## src/rtl/muldiv_pkg.sv

```systemverilog
// Shared encodings for the iterative multiply/divide coprocessor.
package muldiv_pkg;
  localparam int MULDIV_WIDTH = 8;

  // op[OP_KIND] picks MUL/DIV, op[OP_SIGNED] requests two's-complement
  localparam int   OP_KIND   = 0;
  localparam int   OP_SIGNED = 1;
  localparam logic OP_MUL    = 1'b0;
  localparam logic OP_DIV    = 1'b1;

  localparam logic [MULDIV_WIDTH-1:0] DIV0_QUOT = '1;

  typedef enum logic [1:0] {
    IDLE = 2'd0,
    CALC = 2'd1,
    FIX  = 2'd2,
    DONE = 2'd3
  } state_e;
endpackage

```

## src/rtl/muldiv_if.sv

```systemverilog
// Control-unit side bundle of the muldiv coprocessor plus its FSM state for observation.
interface muldiv_if import muldiv_pkg::*; #(
  parameter int WIDTH = MULDIV_WIDTH
);
  // Handshake: start is sampled only while busy=0; an accepted start raises busy on the
  // next cycle, and done pulses for one cycle when res_*/flags become valid. A start seen
  // while busy (including the done cycle) is dropped, never queued.
  logic             start;
  logic [1:0]       op;
  logic [WIDTH-1:0] dataA;
  logic [WIDTH-1:0] dataB;
  logic             busy;
  logic             done;
  logic [WIDTH-1:0] res_hi;
  logic [WIDTH-1:0] res_lo;
  logic             cout;
  logic             zout;
  logic             nout;
  state_e           dbg_state;

  modport master (
    output start, op, dataA, dataB,
    input  busy, done, res_hi, res_lo, cout, zout, nout, dbg_state
  );

  modport slave (
    input  start, op, dataA, dataB,
    output busy, done, res_hi, res_lo, cout, zout, nout, dbg_state
  );
endinterface

```

## src/rtl/muldiv_signfix.sv

```systemverilog
// Sign correction applied in FIX: negates magnitude results and reports signed overflow.
module muldiv_signfix import muldiv_pkg::*; #(
  parameter int WIDTH = MULDIV_WIDTH
) (
  input  logic             signed_i,
  input  logic             is_div_i,
  input  logic             neg_a_i,
  input  logic             neg_b_i,
  input  logic [WIDTH-1:0] hi_i,
  input  logic [WIDTH-1:0] lo_i,
  output logic [WIDTH-1:0] hi_o,
  output logic [WIDTH-1:0] lo_o,
  output logic             ovf_o
);
  logic                 flip;
  logic [2*WIDTH-1:0]   prod_neg;

  always_comb begin
    flip     = signed_i && (neg_a_i != neg_b_i);
    prod_neg = ~{hi_i, lo_i} + 1'b1;
    hi_o     = hi_i;
    lo_o     = lo_i;
    ovf_o    = 1'b0;
    if (is_div_i) begin
      // Truncating division: remainder follows the dividend's sign
      if (flip) lo_o = ~lo_i + 1'b1;
      if (signed_i && neg_a_i) hi_o = ~hi_i + 1'b1;
      if (signed_i) ovf_o = flip ? (lo_i > {1'b1, {(WIDTH-1){1'b0}}}) : lo_i[WIDTH-1];
    end else begin
      if (flip) {hi_o, lo_o} = prod_neg;
      ovf_o = signed_i ? (hi_o != {WIDTH{lo_o[WIDTH-1]}}) : (hi_o != '0);
    end
  end
endmodule

```

## src/rtl/muldiv_unit.sv

```systemverilog
// Iterative shift-add multiply / restoring divide, one bit per cycle, with ALU-style flags.
// Defining MULDIV_SIGNED_EN adds signed operation via a FIX state (fixed latency accept+10).
module muldiv_unit import muldiv_pkg::*; #(
  parameter int WIDTH = MULDIV_WIDTH
) (
  input logic     clk,
  input logic     rst,
  muldiv_if.slave bus
);
  localparam int            CW       = $clog2(WIDTH);
  localparam logic [CW-1:0] CNT_LOAD = CW'(WIDTH - 1);

  state_e            state_q, state_d;
  logic [CW-1:0]     cnt_q, cnt_d;
  logic [WIDTH-1:0]  opr_q, opr_d;
  logic [WIDTH-1:0]  acc_hi_q, acc_hi_d;
  logic [WIDTH-1:0]  acc_lo_q, acc_lo_d;
  logic              is_div_q, is_div_d;
  logic              div0_q, div0_d;
  logic [WIDTH-1:0]  res_hi_q, res_hi_d;
  logic [WIDTH-1:0]  res_lo_q, res_lo_d;
  logic              cout_q, cout_d;
  logic              zout_q, zout_d;
  logic              nout_q, nout_d;

  logic              accept, last_iter, cap_en;
  logic [WIDTH-1:0]  a_mag, b_mag;
  logic [WIDTH-1:0]  iter_hi, iter_lo;
  logic [WIDTH-1:0]  fin_hi, fin_lo;
  logic              fin_ovf;
  logic [WIDTH:0]    mul_sum, div_shift;
  logic [WIDTH-1:0]  div_trial;
  logic              div_ge;

  assign accept    = (state_q == IDLE) && bus.start;
  assign last_iter = (cnt_q == '0);

`ifdef MULDIV_SIGNED_EN
  logic sgn_q, neg_a_q, neg_b_q;
  logic neg_a_in, neg_b_in;

  assign neg_a_in = bus.op[OP_SIGNED] && bus.dataA[WIDTH-1];
  assign neg_b_in = bus.op[OP_SIGNED] && bus.dataB[WIDTH-1];
  assign a_mag    = neg_a_in ? (~bus.dataA + 1'b1) : bus.dataA;
  assign b_mag    = neg_b_in ? (~bus.dataB + 1'b1) : bus.dataB;
  assign cap_en   = (state_q == FIX) || ((state_q == CALC) && div0_q);

  always_ff @(posedge clk) begin
    if (rst) begin
      sgn_q   <= 1'b0;
      neg_a_q <= 1'b0;
      neg_b_q <= 1'b0;
    end else if (accept) begin
      sgn_q   <= bus.op[OP_SIGNED];
      neg_a_q <= neg_a_in;
      neg_b_q <= neg_b_in;
    end
  end

  muldiv_signfix #(.WIDTH(WIDTH)) u_signfix (
    .signed_i (sgn_q),
    .is_div_i (is_div_q),
    .neg_a_i  (neg_a_q),
    .neg_b_i  (neg_b_q),
    .hi_i     (acc_hi_q),
    .lo_i     (acc_lo_q),
    .hi_o     (fin_hi),
    .lo_o     (fin_lo),
    .ovf_o    (fin_ovf)
  );
`else
  assign a_mag   = bus.dataA;
  assign b_mag   = bus.dataB;
  assign cap_en  = (state_q == CALC) && (div0_q || last_iter);
  assign fin_hi  = iter_hi;
  assign fin_lo  = iter_lo;
  assign fin_ovf = !is_div_q && (iter_hi != '0);
`endif

  // FSM: state register
  always_ff @(posedge clk) begin
    if (rst) state_q <= IDLE;
    else     state_q <= state_d;
  end

  // FSM: next state
  always_comb begin
    state_d = state_q;
    unique case (state_q)
      IDLE: if (bus.start) state_d = CALC;
      CALC: begin
        if (div0_q || last_iter) state_d = DONE;
`ifdef MULDIV_SIGNED_EN
        if (!div0_q && last_iter) state_d = FIX;
`endif
      end
      FIX:  state_d = DONE;
      DONE: state_d = IDLE;
      default: state_d = IDLE;
    endcase
  end

  // FSM: outputs
  always_comb begin
    bus.busy      = (state_q != IDLE);
    bus.done      = (state_q == DONE);
    bus.res_hi    = res_hi_q;
    bus.res_lo    = res_lo_q;
    bus.cout      = cout_q;
    bus.zout      = zout_q;
    bus.nout      = nout_q;
    bus.dbg_state = state_q;
  end

  // One iteration: MUL adds into the upper half then shifts right; DIV shifts left and trial-subtracts
  always_comb begin
    mul_sum   = {1'b0, acc_hi_q} + (acc_lo_q[0] ? {1'b0, opr_q} : '0);
    div_shift = {acc_hi_q, acc_lo_q[WIDTH-1]};
    div_ge    = (div_shift >= {1'b0, opr_q});
    div_trial = div_shift[WIDTH-1:0] - opr_q;
    if (is_div_q) begin
      iter_hi = div_ge ? div_trial : div_shift[WIDTH-1:0];
      iter_lo = {acc_lo_q[WIDTH-2:0], div_ge};
    end else begin
      iter_hi = mul_sum[WIDTH:1];
      iter_lo = {mul_sum[0], acc_lo_q[WIDTH-1:1]};
    end
  end

  always_comb begin
    cnt_d    = cnt_q;
    opr_d    = opr_q;
    acc_hi_d = acc_hi_q;
    acc_lo_d = acc_lo_q;
    is_div_d = is_div_q;
    div0_d   = div0_q;
    res_hi_d = res_hi_q;
    res_lo_d = res_lo_q;
    cout_d   = cout_q;
    zout_d   = zout_q;
    nout_d   = nout_q;
    if (accept) begin
      is_div_d = (bus.op[OP_KIND] == OP_DIV);
      div0_d   = is_div_d && (bus.dataB == '0);
      opr_d    = is_div_d ? b_mag : a_mag;
      acc_lo_d = is_div_d ? a_mag : b_mag;
      // Divide-by-zero keeps the raw dividend here so it can be returned as the remainder
      acc_hi_d = div0_d ? bus.dataA : '0;
      cnt_d    = CNT_LOAD;
    end else if ((state_q == CALC) && !div0_q) begin
      acc_hi_d = iter_hi;
      acc_lo_d = iter_lo;
      cnt_d    = cnt_q - 1'b1;
    end
    if (cap_en) begin
      if (div0_q) begin
        res_hi_d = acc_hi_q;
        res_lo_d = DIV0_QUOT;
        cout_d   = 1'b1;
        zout_d   = 1'b0;
        nout_d   = 1'b1;
      end else begin
        res_hi_d = fin_hi;
        res_lo_d = fin_lo;
        cout_d   = fin_ovf;
        zout_d   = is_div_q ? (fin_lo == '0) : ({fin_hi, fin_lo} == '0);
        nout_d   = is_div_q ? fin_lo[WIDTH-1] : fin_hi[WIDTH-1];
      end
    end
  end

  always_ff @(posedge clk) begin
    if (rst) begin
      cnt_q    <= '0;
      opr_q    <= '0;
      acc_hi_q <= '0;
      acc_lo_q <= '0;
      is_div_q <= 1'b0;
      div0_q   <= 1'b0;
      res_hi_q <= '0;
      res_lo_q <= '0;
      cout_q   <= 1'b0;
      zout_q   <= 1'b0;
      nout_q   <= 1'b0;
    end else begin
      cnt_q    <= cnt_d;
      opr_q    <= opr_d;
      acc_hi_q <= acc_hi_d;
      acc_lo_q <= acc_lo_d;
      is_div_q <= is_div_d;
      div0_q   <= div0_d;
      res_hi_q <= res_hi_d;
      res_lo_q <= res_lo_d;
      cout_q   <= cout_d;
      zout_q   <= zout_d;
      nout_q   <= nout_d;
    end
  end
endmodule

```

## src/flat_wrapper.sv

```systemverilog
// flat-port wrapper written by rule: the top's interface ports become plain ports
module muldiv_unit_flat import muldiv_pkg::*;
#(
  parameter int WIDTH = MULDIV_WIDTH
)
  (clk, rst, bus_start, bus_op, bus_dataA, bus_dataB, bus_busy, bus_done, bus_res_hi, bus_res_lo, bus_cout, bus_zout, bus_nout, bus_dbg_state);
  muldiv_if #(.WIDTH(WIDTH)) bus_i ();
  input logic clk;
  input logic rst;
  input wire logic [$bits(bus_i.start)-1:0] bus_start;
  input wire logic [$bits(bus_i.op)-1:0] bus_op;
  input wire logic [$bits(bus_i.dataA)-1:0] bus_dataA;
  input wire logic [$bits(bus_i.dataB)-1:0] bus_dataB;
  output wire logic [$bits(bus_i.busy)-1:0] bus_busy;
  output wire logic [$bits(bus_i.done)-1:0] bus_done;
  output wire logic [$bits(bus_i.res_hi)-1:0] bus_res_hi;
  output wire logic [$bits(bus_i.res_lo)-1:0] bus_res_lo;
  output wire logic [$bits(bus_i.cout)-1:0] bus_cout;
  output wire logic [$bits(bus_i.zout)-1:0] bus_zout;
  output wire logic [$bits(bus_i.nout)-1:0] bus_nout;
  output wire logic [$bits(bus_i.dbg_state)-1:0] bus_dbg_state;
  assign bus_i.start = bus_start;
  assign bus_i.op = bus_op;
  assign bus_i.dataA = bus_dataA;
  assign bus_i.dataB = bus_dataB;
  assign bus_busy = bus_i.busy;
  assign bus_done = bus_i.done;
  assign bus_res_hi = bus_i.res_hi;
  assign bus_res_lo = bus_i.res_lo;
  assign bus_cout = bus_i.cout;
  assign bus_zout = bus_i.zout;
  assign bus_nout = bus_i.nout;
  assign bus_dbg_state = bus_i.dbg_state;
  muldiv_unit #(.WIDTH(WIDTH)) u_core (.clk(clk), .rst(rst), .bus(bus_i));
endmodule
```

## config.mk

```make
export PLATFORM = sky130hd
export DESIGN_NAME = muldiv_unit_flat
export DESIGN_NICKNAME = d
export VERILOG_FILES = /design/src/rtl/muldiv_pkg.sv /design/src/rtl/muldiv_if.sv /design/src/rtl/muldiv_signfix.sv /design/src/rtl/muldiv_unit.sv /design/src/flat_wrapper.sv
export SDC_FILE = /design/constraint.sdc
export NUM_CORES = 1
export LEC_CHECK = 0
export ABC_AREA = 1
export BUFFER_PORTS_ARGS = -buffer_cell sky130_fd_sc_hd__buf_2
export CAP_MARGIN = 40
export CORE_ASPECT_RATIO = 0.7
export CORE_MARGIN = 10
export CORE_UTILIZATION = 30
export CTS_BUF_LIST = sky130_fd_sc_hd__clkbuf_8
export DETAILED_ROUTE_END_ITERATION = 6
export PLACE_DENSITY = 0.49
export SLEW_MARGIN = 10
export SYNTH_ARGS = -nofsm -noshare
export SYNTH_HDL_FRONTEND = slang
export SYNTH_SLANG_ARGS = --single-unit
```

## constraint.sdc

```tcl
create_clock -name clk -period 2.8 [get_ports clk]
set_input_delay 0.28 -clock clk [delete_from_list [all_inputs] [get_ports clk]]
set_output_delay 0.28 -clock clk [all_outputs]
set_load 0.02 [all_outputs]
```

==> load_flow_metrics.sql <==
INSERT INTO impl_metrics (metric_group, metric, value, unit) VALUES
('outcome', 'run_status', 'finished, final reports clean', ''),
('yosys', 'ys_ff_latch', '50', ''),
('floorplanning', 'core_region_area', '11000', 'µm²'),
('power', 'finalPower', '4170', 'µW'),
('critical_path', 'highest_fanout_seen_on_the_critical_path', '10', ''),
('timing', 'clock_skew', '9.65', 'ps'),
('clocking', 'cts_sinks', '50', ''),
('yosys', 'average_size_of_a_mapped_cell', '6.66', 'µm²'),
('power', 'p_leak', '0.00199', 'µW'),
('critical_path', 'criticalPathCategory', 'reg2reg', ''),
('grt', 'global_route.overflow_total', '0', ''),
('clocking', 'cts-root-buf', 'clkbuf_8', ''),
('yosys', 'synth_compound_gate_area_share', '23.5', '%'),
('clocking', 'ctsHoldBuffers', '0', ''),
('timing', 'max_freq', '0.409', 'GHz'),
('routing', 'routedWlPerCell', '15.6', 'µm'),
('timing', 'timing.final.hold_violations', '0', ''),
('floorplanning', 'chipWidth', '147', 'µm'),
('floorplanning', 'floorplan.initialDensity', '30.7', '%'),
('floorplanning', 'num_rows', '32', ''),
('grt', 'grt_start_max_net_pins', '38', ''),
('critical_path', 'regToRegStartpoint', 'u_core.acc_lo_q[0]$_SDFFE_PP0P_', ''),
('layout', 'diodes', '0', ''),
('place', 'io_buffer_count', '42', ''),
('timing', 'timing.final.crit_period', '2450', 'ps'),
('power', 'irDropWorstVdd', '0.304', 'mV'),
('timing', 'final.period_utilization', '87.4', '%'),
('place', 'sum_of_net_half_perimeters_after_detailed_placement', '8840', 'µm'),
('place', 'gpl.final_weighted_congestion', '0.829', ''),
('yosys', 'ys.warnings.count', '0', ''),
('layout', 'fin_nets', '595', ''),
('yosys', 'synth_fp_nets', '552', ''),
('grt', 'grt_use_total', '14.1', '%'),
('yosys', 'synthMuxAreaShare', '0.890', '%'),
('routing', 'drt_pass1_iterations', '5', ''),
('clocking', 'postCtsSetupRepairBufs', '0', ''),
('timing', 'timing.final.max_slew_violations', '0', ''),
('yosys', 'postSynthCellCount', '507', ''),
('clocking', 'worst_setup_hold_path_clk_slew', '110', 'ps'),
('clocking', 'htreeDepth', '2', ''),
('critical_path', 'setup.worst_path.start_class', 'register', ''),
('yosys', 'fraction_of_synthesized_cell_area_in_xor_and_xnor_cells', '0.259', '%'),
('critical_path', 'first_element_of_the_critical_path', 'u_core.acc_lo_q[0]$_SDFFE_PP0P_', ''),
('routing', 'via_count', '3489', ''),
('timing', 'fin_setup_tns', '0', 'ps'),
('timing', 'pin_slew_with_the_least_headroom_to_its_limit', '723', 'ps'),
('routing', 'first_iter_violations', '292', ''),
('floorplanning', 'design.portCount', '44', ''),
('clocking', 'clock_latency', '320', 'ps'),
('hold_path', 'holdCritPathClass', 'in2reg', ''),
('yosys', 'post_synth_fa_ha_maj_area_fraction', '9.34', '%'),
('critical_path', 'timing.critical_path.required', '3060', 'ps'),
('clocking', 'cts_resizes', '0', ''),
('critical_path', 'cp-end-kind', 'register', ''),
('floorplanning', 'chipHeight', '109', 'µm'),
('yosys', 'post_synth_num_cell_types', '37', ''),
('critical_path', 'timing.critical_path.cells', 'nand2_1 -> inv_1 -> ha_1 -> fa_1 -> nand3_1 -> nand2_1 -> nor3b_1 -> o21ai_1 -> nand2_1 -> nor2_1 -> nand2_1 -> o21bai_2 -> nand2_1 -> a21oi_2', ''),
('grt', 'grt_pass1_wl', '18200', 'µm'),
('yosys', 'synth_top_family_by_area', 'simple AND/OR/NAND/NOR gates', ''),
('yosys', 'seq_area_frac_synth', '29.7', '%'),
('floorplanning', 'die_area', '16000', 'µm²'),
('critical_path', 'cpPeakStageDelay', '410', 'ps'),
('critical_path', 'critPathArrivalTime', '2710', 'ps'),
('grt', 'antenna_found_initial', '0', ''),
('yosys', 'mappedNetlistArea', '3380', 'µm²'),
('timing', 'setup_repair_after_global_routing_missed_its_margin', 'no', ''),
('layout', 'drive_above_1_share', '14.9', '%'),
('clocking', 'clk_buf_depth', '2', ''),
('hold_path', 'hold_path_startpoint', 'bus_dataB[0]', ''),
('power', 'cellPowerDensity', '1060', 'nW/µm²'),
('yosys', 'synth_simple_gate_area_share', '25.1', '%');
## path summary, 6_finish.rpt
| kind | end | slack, ps | cells past startpoint |
|---|---|---|---|
| max | u_core.bus.zout$_SDFFE_PP0P_ | 350 | 14 |
| min | u_core.acc_lo_q[0]$_SDFFE_PP0P_ | 250 | 3 |
| max reg2reg | u_core.bus.zout$_SDFFE_PP0P_ | 350 | 14 |
| min reg2reg | u_core.cnt_q[0]$_SDFFE_PP0P_ | 460 | 1 |
## metal layers
metal	up-vias	global-route usage, %	wire (µm)
li1	1770	-	-
met1	1615	21.4	5950
met2	96	18.6	4080
met3	8	4.51	907
met4	0	2.35	75
met5	-	0	0
## placed cells by master (no fill, tap or decap), types with 2 or more instances in the layout
| cell type | n |
|---|---|
| a21oi_1 | 52 |
| clkinv_1 | 2 |
| nand2_2 | 2 |
| o21ai_0 | 56 |
| dfxtp_1 | 49 |
| clkbuf_8 | 5 |
| nand4_1 | 7 |
| ha_1 | 22 |
| inv_1 | 76 |
| o221ai_1 | 2 |
| o211ai_1 | 9 |
| buf_4 | 14 |
| a31oi_1 | 2 |
| nand3b_1 | 3 |
| a221oi_1 | 4 |
| nor3b_1 | 2 |
| a22oi_1 | 7 |
| nand3_2 | 3 |
| nor2_1 | 39 |
| fa_1 | 2 |
| buf_2 | 42 |
| inv_2 | 3 |
| o21ai_1 | 2 |
| nor2_4 | 3 |
| mux2i_1 | 3 |
| nand2_1 | 96 |
| nand3_1 | 27 |
## report_power, final
group          internal (µW)  total, µW  switching, µW  leakage [µW]
Sequential               920       1110            191      0.000411
Combinational            869       2520           1650       0.00152
Clock                    268        540            271     0.0000585
Total                   2060       4170           2120       0.00199
## synthesized netlist by cell type, drive strengths merged
cell type   n  share of area (%)
o221ai      2               0.52
nand2      99                 12
clkbuf     20                2.2
o22ai       1               0.19
a221oi      4                1.0
mux2i       3               0.89
nor3b       3               0.67
o21ai      58                8.6
a211oi      1               0.22
nand3      30                4.9
nor3        2               0.44
o21bai      1               0.33
a21o        1               0.22
a22oi       7                1.6
nand3b      3               0.67
a21oi      53                8.0
a31oi       2               0.37
o211ai      9                2.0
nand4       7                1.3
nor2       43                5.5
dfxtp      50                 30
o32ai       1               0.26
clkinv      2               0.22
ha         22                8.2
xor2        1               0.26
inv        79                8.8
a21boi      1               0.22
fa          2                1.2
## layout make-up
class / count / area (µm²)
clock buffer: 5 / 68.8
clock inverter: 3 / 43.8
fill: 1222 / 7080
inverter: 81 / 304
multi-input combinational: 356 / 2000
sequential: 50 / 1000
tap: 153 / 191
timing repair buffer: 56 / 315
## cells by family (layout without fill, tap and decap cells)
kind of cell / after synthesis / count (layout)
compound gates: 141 / 141
xor+xnor: 1 / 1
fa+ha+maj: 24 / 24
buf+inv: 101 / 145
flops: 50 / 50
mux: 3 / 3
simple gates: 187 / 187
## state kept, by name, indices dropped and copies added, names as in the netlist
signal,cells
u_core.bus.cout,1
u_core.bus.dbg_state,2
u_core.acc_lo_q,8
u_core.is_div_q,1
u_core.bus.res_hi,8
u_core.bus.res_lo,8
u_core.acc_hi_q,8
u_core.div0_q,1
u_core.bus.zout,1
u_core.cnt_q,3
u_core.bus.nout,1
u_core.opr_q,8
## worst max-delay path, delay by kind of cell, from the launching register on
family | cells | cell delay [ps]
flops | 1 | 390
fa+ha+maj | 2 | 610
simple gates | 8 | 860
compound gates | 3 | 470
buf+inv | 1 | 40
## through the flow
step / hold slack [ps] / area (µm²) / std cells / setup slack [ps] / util [%]
2_1_floorplan: 349 / 3380 / 507 / 594 / -
3_3_place_gp: 438 / 3810 / 696 / 215 / 34.6
3_5_place_dp: 447 / 3810 / 696 / 208 / 34.6
4_1_cts: 257 / 3920 / 704 / 173 / 35.6
5_1_grt: 252 / 3930 / 704 / 77.1 / 35.7
6_report: 254 / 3930 / 704 / 353 / 35.7
Power figures use the tool's default switching activity.
